<file path="src/rtl/mem_req_unit.sv">
// mem_req_unit: memory-stage cache request controller with stall and LL/SC link register
module mem_req_unit #(
  parameter int DATA_W = 32
) (
  input  logic              CLK,
  input  logic              nRST,
  input  logic              pipe_en,
  input  logic              mem_dre,
  input  logic              mem_dwe,
  input  logic              mem_datomic,
  input  logic [DATA_W-1:0] mem_addr,
  input  logic [DATA_W-1:0] mem_wdata,
  input  logic              dhit,
  input  logic [DATA_W-1:0] dmemload,
  input  logic              ccinv,
  input  logic [DATA_W-1:0] ccsnoopaddr,
  output logic              dmemREN,
  output logic              dmemWEN,
  output logic [DATA_W-1:0] dmemaddr,
  output logic [DATA_W-1:0] dmemstore,
  output logic              mem_stall,
  output logic [DATA_W-1:0] mem_rdata,
  output logic              link_valid
);
  typedef enum logic [1:0] {IDLE, REQ, DONE} state_t;
  state_t            r_state, w_next;
  logic              r_link_valid, r_sc_q;
  logic [DATA_W-1:0] r_link_addr, r_rdata_q;
  logic              w_req, w_sc, w_ll, w_snoop_hit, w_sc_ok, w_sc_fail, w_done;
  assign w_req       = mem_dre | mem_dwe;
  assign w_sc        = mem_dwe & mem_datomic;
  assign w_ll        = mem_dre & ~mem_dwe & mem_datomic;
  assign w_snoop_hit = ccinv & (ccsnoopaddr == r_link_addr);
  assign w_sc_ok     = r_link_valid & (r_link_addr == mem_addr) & ~w_snoop_hit;
  assign dmemaddr    = mem_addr;
  assign dmemstore   = mem_wdata;
  assign link_valid  = r_link_valid;
  // next state and handshake outputs; everything is forced to reset values while nRST is low
  always_comb begin
    w_next    = r_state;
    dmemREN   = 1'b0;
    dmemWEN   = 1'b0;
    mem_stall = 1'b0;
    mem_rdata = '0;
    w_sc_fail = 1'b0;
    w_done    = 1'b0;
    if (nRST) begin
      case (r_state)
        IDLE: if (w_req) begin
          if (w_sc & ~w_sc_ok) begin
            w_sc_fail = 1'b1;
            w_next    = pipe_en ? IDLE : DONE;
          end else begin
            mem_stall = 1'b1;
            w_next    = REQ;
          end
        end
        REQ: begin
          dmemREN   = mem_dre & ~mem_dwe;
          dmemWEN   = mem_dwe;
          mem_stall = ~dhit;
          if (dhit) begin
            w_done    = 1'b1;
            mem_rdata = w_sc ? {{(DATA_W-1){1'b0}}, 1'b1} : dmemload;
            w_next    = pipe_en ? IDLE : DONE;
          end
        end
        DONE: begin
          mem_rdata = w_sc ? {{(DATA_W-1){1'b0}}, r_sc_q} : r_rdata_q;
          if (pipe_en) w_next = IDLE;
        end
        default: w_next = IDLE;
      endcase
    end
  end
  // state, captured results and link register; an LL completing outranks a same-cycle snoop
  always_ff @(posedge CLK or negedge nRST) begin
    if (!nRST) begin
      r_state      <= IDLE;
      r_link_valid <= 1'b0;
      r_link_addr  <= '0;
      r_rdata_q    <= '0;
      r_sc_q       <= 1'b0;
    end else begin
      r_state <= w_next;
      if (w_done & mem_dre & ~mem_dwe) r_rdata_q <= dmemload;
      if (w_done & w_sc) r_sc_q <= 1'b1;
      else if (w_sc_fail) r_sc_q <= 1'b0;
      if (w_done & w_ll) begin
        r_link_valid <= 1'b1;
        r_link_addr  <= mem_addr;
      end else if (w_sc_fail | w_snoop_hit | (w_done & mem_dwe & (w_sc | (mem_addr == r_link_addr))))
        r_link_valid <= 1'b0;
    end
  end
endmodule

</file>
<file path="config.mk">
export PLATFORM = sky130hd
export DESIGN_NAME = mem_req_unit
export DESIGN_NICKNAME = d
export VERILOG_FILES = /design/src/rtl/mem_req_unit.sv
export SDC_FILE = /design/constraint.sdc
export NUM_CORES = 1
export LEC_CHECK = 0
export CAP_MARGIN = 15
export CORE_UTILIZATION = 26
export CTS_BUF_LIST = sky130_fd_sc_hd__clkbuf_4
export CTS_CLUSTER_SIZE = 16
export DETAILED_ROUTE_END_ITERATION = 10
export PLACE_DENSITY = 0.7
export SYNTH_ARGS = -nofsm -noshare
export SYNTH_HDL_FRONTEND = slang
export SYNTH_SLANG_ARGS = --single-unit
export TNS_END_PERCENT = 30
</file>
<file path="constraint.sdc">
create_clock -name CLK -period 1.8 [get_ports CLK]
set_clock_uncertainty 0.05 [all_clocks]
set_input_delay 0.18 -clock CLK [delete_from_list [all_inputs] [get_ports CLK]]
set_output_delay 0.18 -clock CLK [all_outputs]
set_load 0.005 [all_outputs]
</file>
==> impl_results.md <==
* Post-Syn Area at 4330 sq um
* Total wire length at about 14000 um
* Post-DP HPWL at 9430 um
* Sw frac at 0.353
* Leak at approximately 3.1 nW
* DRT Pass-1 Iters at 4
* Initial antenna violation count at 0
* Placeable Area at 16100 sq um
* Sequential share of power at 0.327
* Nets at 748
* Area delta synth->final at 68.2%
* CP Max Fanout at 3
* Pin count of the biggest net entering global routing at 34
* Clk buf depth at 2
* IO buf count at between 150 and 200
* Max Slew Vio Count at 0
* Delay-heaviest family, CP: compound AO/OA/AOI/OAI gates
* Clk root buf: clkbuf_4
* IR drop worst, VDD at 0.000570 V
* GP Congestion at 0.790
* Die Ht at 131 um
* Most used routing layer: met2
* CP required at 1.57 ns
* Layout Cells excl Fill at 830
* Endpoint class of the critical path: primary output
* Slew HR at 0.577
* Worst-skew pair later-pin latency at 0.43 ns
* MaxCap Viol Count at 0
* Finish-stage setup viols at 103
* YS warnings at 0
* Status: complete, but fails checks
* Startpoint Class: register
* Share of the yosys chip area belonging to registers at 0.393
* Worst hold slack at just over 0.3 ns
* Clk sinks at 68
* Asr flop ratio synth at 1.00
* DRT iter0 DRCs at 100
* CP arrival at ~2.4 ns
* DR WL/cell at 16.6 um
* Post-Synthesis Cells at 400
* CP Depth at 8
* Share of cells above drive strength 1 at 0.500
* RR Startpoint: r_link_addr[16]
* Setup crit end: mem_stall
* TritonCTS Buffers at 9
* Number of synthesized register bits at 68
* Final period util at 1.48
* Crit-path max cell delay at 0.44 ns
* FMAX at 376 MHz
* CP cell instances: xor2_2, nor4_4, buf_4, nand4_1, o31ai_2, o21a_1, o22ai_2, buf_2
* Sw Pwr at 2.93 mW
* Clk slew on worst S/H paths at ~0.12 ns
* Final Hold Vio Count at 0
* Post-synth cell types at 40
* Ports at 236
* H-tree levels at 3
* Pwr/cell area at 1140 nW/um^2
* Worst r2r path cells at 10
* Row Count at 46
* Tmin final at 2.66 ns
* CTS tree: done
* First-pass GRT wire length at 20500 um
* Fillcell total at ~1500
* DR vias/cell at 4.53
* Routed vias at 3762
* Internal power at 5.37 mW
* Vias in the first global route at ~4000
* GR Util met1 at 0.164
* Die area at 17200 sq um
* ANT cells at 0
* Dominant synthesized flop cell: dfrtp_1
* Initial Utilization at 0.269
* Worst min path class: in2async
* Chip width at between 100 and 150 um
* Crit path from: r_link_addr[23]
* Grt total ovfl at 0
* Dpl cells at slightly below 800
* RSZ-0062 raised after global routing: true
* EDFF count, synth at 0
* GRT met2 Usage at 0.299
* Logic pwr share at 0.536
* Worst slew pin tran at 0.625 ns
* Total track usage at 0.158
* Syn Area/Cell at 10.8 sq um
* Routed Antenna Nets at 0
* Syn_nets at around 540
* Buffer and inverter count on the worst path at 2
* RR Endpoint: r_state[1]
* Crit path kind: reg2out
* Part of the power in the clock network at 0.137
* M3 GR Usage at 0.0546
* Register-to-register setup slack at -0.54 ns
* CP max-delay cell: dfrtp_1
* Final worst slack at -0.861 ns
* Failing checks: setup timing
* Drt drc at 0
flip-flops by register name, summed over array words and instances, names as in the netlist:
name         count
r_sc_q           1
r_link_addr     32
link_valid       1
r_rdata_q       32
r_state          2
cell usage after synthesis, types with 2 or more instances:
cell type	count	area share
clkbuf_1	12	0.010
xor2_1	31	0.063
dfrtp_1	68	0.39
nand3_1	2	0.0023
nor3_1	2	0.0023
buf_4	64	0.11
buf_2	3	0.0035
and2_1	2	0.0029
a22oi_1	31	0.054
nand2_1	5	0.0043
nand4_1	9	0.013
nor4_1	7	0.010
buf_6	3	0.0078
nor2_1	31	0.027
xnor2_1	33	0.067
o31ai_1	2	0.0035
ha_1	3	0.0087
a21oi_1	3	0.0035
inv_1	4	0.0035
mux2_2	65	0.17
worst min-delay path by stage:
stage	startpoint	to	slack, ns
floorplan	nRST	link_valid	-0.17
global placement	nRST	r_rdata_q[24]	0.14
detailed placement	nRST	r_rdata_q[22]	0.15
CTS	nRST	r_rdata_q[17]	0.25
global route	dmemload[0]	r_rdata_q[0]	0.29
finish	nRST	r_rdata_q[17]	0.31
kinds of logic (layout without fill, tap and decap cells):
| kind of cell | Yosys count | in the layout | synth area share |
|---|---|---|---|
| buffers and inverters | 87 | 301 | 0.137 |
| DFF | 68 | 68 | 0.393 |
| and+or+nand+nor | 67 | 67 | 0.0824 |
| muxes | 65 | 65 | 0.169 |
| xor gates and xnor gates | 64 | 64 | 0.130 |
| AOI/OAI and AO/OA | 46 | 46 | 0.0798 |
| adders and majority gates | 3 | 3 | 0.00868 |
routing by layer:
layer,part of all wire,vias to the layer above
met4,0.015,0
met3,0.062,32
li1,-,1757
met5,0,-
met1,0.36,1843
met2,0.56,130
metrics by stage:
| stage | setup WS, ns | total power, mW | TNS [ns] | util | cell area, sq um |
|---|---|---|---|---|---|
| after detailed placement | -1.18 | 5.61 | -21.44 | 0.389 | 6250 |
| final | -0.861 | 8.30 | -30.05 | 0.453 | 7280 |
| after global placement | -1.15 | 5.48 | -18.98 | 0.389 | 6250 |
| after global routing | -1.07 | 8.81 | -40.12 | 0.453 | 7280 |
| after floorplan | 0.0149 | 4.33 | 0 | - | 4330 |
| after CTS | -0.924 | 7.96 | -25.93 | 0.437 | 7020 |
repair_timing:
action / CTS / global route
hold endpoints to repair: 68 / 0
hold buffers: 1 / 0
endpoints found under the setup margin: 103 / 103
pin swaps: 33 / 36
setup buffers: 30 / 19
cloned: 5 / 0
resized for setup: 239 / 67
power by group through the flow:
| stage | Sequential [mW] | Clock [mW] | Combinational [mW] |
|---|---|---|---|
| floorplan | 2.57 | 0 | 1.76 |
| global placement | 2.63 | 0 | 2.85 |
| detailed placement | 2.69 | 0 | 2.92 |
| CTS | 2.68 | 1.20 | 4.08 |
| global route | 2.79 | 1.26 | 4.76 |
| finish | 2.71 | 1.14 | 4.45 |
layout make-up:
| type | instances | area [sq um] | area share |
|---|---|---|---|
| clock buffers | 10 | 75.1 | 0.0103 |
| clock inverters | 6 | 78.8 | 0.0108 |
| inverters | 4 | 15.0 | 0.00206 |
| multi-input cells | 245 | 2510 | 0.345 |
| flip-flops and latches | 68 | 1700 | 0.234 |
| well taps | 216 | 270 | 0.0371 |
| repair buffers | 281 | 2630 | 0.361 |
placed cells by master, fill, tap and decap left out, types with 3 or more instances in the layout:
| cell type | synthesis | final |
|---|---|---|
| xnor2_2 | 0 | 4 |
| xnor2_1 | 33 | 28 |
| clkbuf_4 | 0 | 10 |
| dfrtp_1 | 68 | 68 |
| a22oi_2 | 0 | 25 |
| xor2_1 | 31 | 30 |
| buf_6 | 3 | 35 |
| nor4_1 | 7 | 5 |
| buf_4 | 64 | 66 |
| buf_2 | 3 | 32 |
| mux2_2 | 65 | 65 |
| nand2_2 | 1 | 3 |
| nor2_2 | 0 | 7 |
| buf_8 | 0 | 6 |
| nor2_4 | 0 | 23 |
| nand4_1 | 9 | 9 |
| a22oi_1 | 31 | 6 |
| clkdlybuf4s50_1 | 0 | 135 |
| clkinv_2 | 0 | 3 |
| buf_12 | 0 | 3 |
worst reg2reg max path, delay by kind of cell (launching register included):
family                 cells  cell delay (ns)
AO/OA/AOI/OAI              2             0.54
XOR/XNOR                   1             0.16
buffers and inverters      4             0.57
flip-flops                 1             0.42
AND/OR/NAND/NOR            3             0.49
Note: power is estimated with default switching activity, not from simulation.
